--- src/rtl/pipeline_hazard_ctrl.sv ---
`default_nettype none
// +----------------------------------------------------------------------------+
// | Module      : pipeline_hazard_ctrl                                         |
// | Description : Pipeline stall/flush controller for branch mispredicts,      |
// |               multicycle memory waits and load-use hazards.               |
// | Revision    : 1.0  initial release                                         |
// +----------------------------------------------------------------------------+
module pipeline_hazard_ctrl #(
    parameter int MEM_TIMEOUT = 255,
    parameter int CNT_WIDTH   = 16
) (
    input  logic                 clk,
    input  logic                 rst,
    input  logic [31:0]          inst_decode,
    input  logic [31:0]          inst_execute,
    input  logic                 br_mispredict,
    input  logic                 mem_req,
    input  logic                 mem_ack,
    output logic                 stall_fetch,
    output logic                 stall_decode,
    output logic                 stall_execute,
    output logic                 stall_memory,
    output logic                 bubble_execute,
    output logic                 flush_decode,
    output logic                 pc_redirect,
    output logic                 mem_timeout,
    output logic [CNT_WIDTH-1:0] stall_count,
    output logic [CNT_WIDTH-1:0] flush_count
);

    localparam int TMR_W = (MEM_TIMEOUT < 2) ? 1 : $clog2(MEM_TIMEOUT + 1);
    localparam logic [TMR_W-1:0] C_TIMEOUT = TMR_W'(MEM_TIMEOUT);

    localparam logic [6:0] C_OP_LOAD   = 7'b0000011;
    localparam logic [6:0] C_OP_STORE  = 7'b0100011;
    localparam logic [6:0] C_OP_RTYPE  = 7'b0110011;
    localparam logic [6:0] C_OP_BRANCH = 7'b1100011;

    typedef enum logic [1:0] {
        ST_RUN      = 2'd0,
        ST_FLUSH    = 2'd1,
        ST_MEM_WAIT = 2'd2
    } state_t;

    state_t             state_q, state_d;
    logic [TMR_W-1:0]   timer_q, timer_d;

    logic w_stall_fetch, w_stall_decode, w_stall_execute, w_stall_memory;
    logic w_bubble_execute, w_flush_decode, w_pc_redirect, w_mem_timeout;

    logic [6:0] w_op_dec, w_op_ex;
    logic [4:0] w_rd_ex, w_rs1_dec, w_rs2_dec;
    logic       w_uses_rs2, w_load_use;
    logic       unused_inst_bits;

    assign w_op_dec  = inst_decode[6:0];
    assign w_rs1_dec = inst_decode[19:15];
    assign w_rs2_dec = inst_decode[24:20];
    assign w_op_ex   = inst_execute[6:0];
    assign w_rd_ex   = inst_execute[11:7];

    assign unused_inst_bits = ^{inst_decode[31:25], inst_decode[14:7], inst_execute[31:12]};

    // Only formats that actually read rs2 can create a hazard through it.
    assign w_uses_rs2 = (w_op_dec == C_OP_RTYPE) || (w_op_dec == C_OP_STORE) ||
                        (w_op_dec == C_OP_BRANCH);
    assign w_load_use = (w_op_ex == C_OP_LOAD) && (w_rd_ex != 5'd0) &&
                        ((w_rd_ex == w_rs1_dec) || (w_uses_rs2 && (w_rd_ex == w_rs2_dec)));

    always_ff @(posedge clk or negedge rst) begin
        if (!rst) begin
            state_q <= ST_RUN;
            timer_q <= '0;
        end else begin
            state_q <= state_d;
            timer_q <= timer_d;
        end
    end

    always_comb begin
        state_d          = state_q;
        timer_d          = timer_q;
        w_stall_fetch    = 1'b0;
        w_stall_decode   = 1'b0;
        w_stall_execute  = 1'b0;
        w_stall_memory   = 1'b0;
        w_bubble_execute = 1'b0;
        w_flush_decode   = 1'b0;
        w_pc_redirect    = 1'b0;
        w_mem_timeout    = 1'b0;
        case (state_q)
            ST_RUN: begin
                if (br_mispredict) begin
                    w_pc_redirect    = 1'b1;
                    w_flush_decode   = 1'b1;
                    w_bubble_execute = 1'b1;
                    state_d          = ST_FLUSH;
                end else if (mem_req && !mem_ack) begin
                    w_stall_fetch   = 1'b1;
                    w_stall_decode  = 1'b1;
                    w_stall_execute = 1'b1;
                    w_stall_memory  = 1'b1;
                    timer_d         = TMR_W'(1);
                    state_d         = ST_MEM_WAIT;
                end else if (w_load_use) begin
                    w_stall_fetch    = 1'b1;
                    w_stall_decode   = 1'b1;
                    w_bubble_execute = 1'b1;
                end
            end
            ST_FLUSH: begin
                // Squashes the instruction the synchronous IMEM fetched from the wrong path.
                w_flush_decode = 1'b1;
                state_d        = ST_RUN;
            end
            ST_MEM_WAIT: begin
                if (mem_ack) begin
                    timer_d = '0;
                    state_d = ST_RUN;
                end else if (timer_q == C_TIMEOUT) begin
                    w_mem_timeout = 1'b1;
                    timer_d       = '0;
                    state_d       = ST_RUN;
                end else begin
                    w_stall_fetch   = 1'b1;
                    w_stall_decode  = 1'b1;
                    w_stall_execute = 1'b1;
                    w_stall_memory  = 1'b1;
                    timer_d         = timer_q + TMR_W'(1);
                end
            end
            default: begin
                timer_d = '0;
                state_d = ST_RUN;
            end
        endcase
    end

    // Gated by reset so every control output reads low while reset is held.
    assign stall_fetch    = w_stall_fetch    & rst;
    assign stall_decode   = w_stall_decode   & rst;
    assign stall_execute  = w_stall_execute  & rst;
    assign stall_memory   = w_stall_memory   & rst;
    assign bubble_execute = w_bubble_execute & rst;
    assign flush_decode   = w_flush_decode   & rst;
    assign pc_redirect    = w_pc_redirect    & rst;
    assign mem_timeout    = w_mem_timeout    & rst;

    always_ff @(posedge clk or negedge rst) begin
        if (!rst) begin
            stall_count <= '0;
            flush_count <= '0;
        end else begin
            if (w_stall_fetch && (stall_count != '1)) begin
                stall_count <= stall_count + CNT_WIDTH'(1);
            end
            if (w_pc_redirect && (flush_count != '1)) begin
                flush_count <= flush_count + CNT_WIDTH'(1);
            end
        end
    end

endmodule
`default_nettype wire
--- config.mk ---
export PLATFORM = sky130hd
export DESIGN_NAME = pipeline_hazard_ctrl
export DESIGN_NICKNAME = d
export VERILOG_FILES = /design/src/rtl/pipeline_hazard_ctrl.sv
export SDC_FILE = /design/constraint.sdc
export NUM_CORES = 1
export LEC_CHECK = 0
export BUFFER_PORTS_ARGS = -buffer_cell sky130_fd_sc_hd__buf_2
export CELL_PAD_IN_SITES_DETAIL_PLACEMENT = 1
export CELL_PAD_IN_SITES_GLOBAL_PLACEMENT = 2
export CORE_ASPECT_RATIO = 1.25
export CORE_MARGIN = 4
export CORE_UTILIZATION = 28
export CTS_BUF_LIST = sky130_fd_sc_hd__clkbuf_16
export CTS_CLUSTER_DIAMETER = 200
export CTS_CLUSTER_SIZE = 28
export DETAILED_ROUTE_END_ITERATION = 10
export GPL_TIMING_DRIVEN = 0
export MAX_ROUTING_LAYER = met4
export PLACE_DENSITY_LB_ADDON = 0.2
export SYNTH_ARGS = -nofsm -noshare
export SYNTH_HDL_FRONTEND = slang
export SYNTH_SLANG_ARGS = --single-unit
--- constraint.sdc ---
create_clock -name clk -period 4 [get_ports clk]
set_input_delay 0.4 -clock clk [delete_from_list [all_inputs] [get_ports clk]]
set_output_delay 0.4 -clock clk [all_outputs]
set_load 0.02 [all_outputs]
==> impl_metrics.toml <==
[setup_path]
cp.arrival_ns = 2.29
worst-path-max-fanout = 5
required_ns = 3.60
r2r_cells = 8
path_class = "reg2out"
cp-start-kind = "register"
endpoint_kind = "output pin"

[clock_network]
cts_buffers = 5
hold_buffers = 0
cts_resized = 0
cts_tree = "built"
clk_pin_slew_ns = 0.06
cts_buffer_depth = 2
root_buffer = "clkbuf_16"
clock_sinks = 42
post-cts-setup-buffers = 0
cts.htree.levels = 2
clkLatencyLatePin_ns = 0.28

[synthesis]
synthSimpleGateAreaFrac_pct = 24.6
yosys.area.top_type = "dfrtp_1"
syn-instance-count = 215
synth_xor_xnor_area_share_pct = 16.5
ys_ff_latch = 42
yosysMostFrequentCell = "dfrtp_1"
synthMuxAreaShare_pct = 1.02
synth_edf_count = 0
ys_seq_area_share_pct = 47.4
synth_cell_types = 40
ys_warn_count = 0
yosys-top-cells-count = "42 x dfrtp_1, 29 x xnor2_1, 18 x nand3_1"
synthAdderAreaFrac_pct = 1.69
synth_compound_area_share_pct = 6.83
ys.flop_type = "dfrtp_1"
synth.area.top_cells = "dfrtp_1 47%, xnor2_1 11%, xor2_1 4.3%"
yosysTopAreaCellShare_pct = 47.4
synth_top_family_by_area = "simple AND/OR/NAND/NOR gates"
syn_area_um2 = 2220
postSynthAreaPerCell_um2 = 10.3
async_flop_share_pct = 100
syn_nets = 287

[route]
drc = 0
via_per_inst = 4.74
drtPass1Iterations = 4
vias = 1847
ant_nets = 0
initialDrtViolationCount = 50
routedWlPerCell_um = 14.8
totalWireLength_mm = 5.77

[place]
place_inst = 383
gp_congestion = 0.736
placedInstanceArea_um2 = 2700
portBuffers = 73
dp_hpwl_mm = 4.31
place_ws_ns = 1.42

[timing]
finalSetupTns_ns = 0
timing.fmax_mhz = 371
layout_setup_ws_ns = 1.31
period_share_pct = 67.4
setup_viol = 0
finClkSkew_ns = 0.00471
worst_slew_pin_slew_ns = 1.05
maxSlewViolCount = 0
rsz0062_at_grt = "false"
relSlewSlack_pct = 30.3
finalHoldViolations = 0
final.min_clock_period_ns = 2.69

[die]
die_x_um = 87.6
coreArea_um2 = 7750
die_area_um2 = 9410
die_height_um = 107
io_pins = 109
start_util_pct = 28.6
row_count = 36

[power]
ir_worst_vdd_mv = 0.251
power_leakage_nw = 1.41
power_density_nw_per_um2 = 435

[global_routing]
grt_antenna_before_repair = 0
grt_util_all_layers_pct = 13.9
grt_max_degree = 47
overflow = 0
grt_pass1_wl_mm = 9.94
grt_pass1_vias = 1988

[min_path]
hold_class = "in2async"

[job]
drv_cap = 0

[final_layout]
synthToLayoutAreaGrowth_pct = 27.8
final_area_um2 = 2830
final_cells = 390
drive_gt1_share_pct = 31.2
final_nets = 367
n_antenna_cell = 0

[run_status]
status = "finished clean"
[registers in the layout, indices dropped and copies added, names as in the netlist]
signal and flops:
state_q 2, timer_q 8, flush_count 16, stall_count 16
[worst max-delay path, cell delays in order, from the launching register on]
cell and delay, ns:
dfrtp_1 0.42, ha_1 0.28, and4_4 0.17, or3_4 0.39, o21a_4 0.15, and2_4 0.14
nor2_1 0.17, buf_4 0.14, buf_2 0.15
[layout make-up]
| class | count | area [um^2] |
|---|---|---|
| clock inverters | 2 | 7.51 |
| well taps | 95 | 119 |
| flip-flops and latches | 42 | 1050 |
| multi-input cells | 164 | 1120 |
| fillers | 923 | 4910 |
| clock buffers | 5 | 125 |
| plain buffers | 5 | 27.5 |
| repair buffers | 73 | 365 |
| inverters | 4 | 15.0 |
[final timing paths]
| path | start | to | slack (ns) |
|---|---|---|---|
| min in group clk | mem_ack | timer_q[0] | 0.43 |
| setup / recovery | timer_q[0] | stall_fetch | 1.31 |
| hold / removal | rst | state_q[1] | 0.31 |
| max in group asynchronous | rst | flush_count[13] | 3.05 |
| hold reg to reg | timer_q[7] | timer_q[7] | 0.48 |
| setup reg to reg | timer_q[0] | stall_count[14] | 1.53 |
[routing by layer]
metal	vias to the layer above	routed length, um	GRT usage [%]
met5	-	0	-
met4	0	63	4.61
met3	5	230	2.68
met2	38	2930	22.7
met1	894	2540	17.1
li1	910	-	-
[where the power goes]
group	internal (mW)	switching, mW	leakage [nW]
sequential	0.482	0.0764	0.565
combinational	0.120	0.174	0.770
clock	0.223	0.157	0.0723
[metrics by stage]
step | power, mW | hold WS [ns] | util, %
3_3_place_gp | 0.860 | 0.460 | 34.9
4_1_cts | 1.26 | 0.353 | 36.6
3_5_place_dp | 0.865 | 0.473 | 34.9
2_1_floorplan | 0.734 | 0.104 | -
5_1_grt | 1.32 | 0.418 | 36.6
6_report | 1.23 | 0.306 | 36.6
[cell families (layout without fill, tap and decap cells)]
family,Yosys count,after routing
simple gates,96,96
buf+inv,9,89
fa+ha+maj,3,3
xor+xnor,41,41
compound gates,22,22
mux,2,2
flops,42,42
[cells in the final DEF (no fill, tap or decap), types with 10 or more instances in the layout]
master    n
and3_1   10
buf_2    74
dfrtp_1  42
nand2_1  12
nand3_1  18
nand4_1  12
nor2_1   13
o21ai_0  10
xnor2_1  29
xor2_1   11
Note: power is estimated with default switching activity, not from simulation.
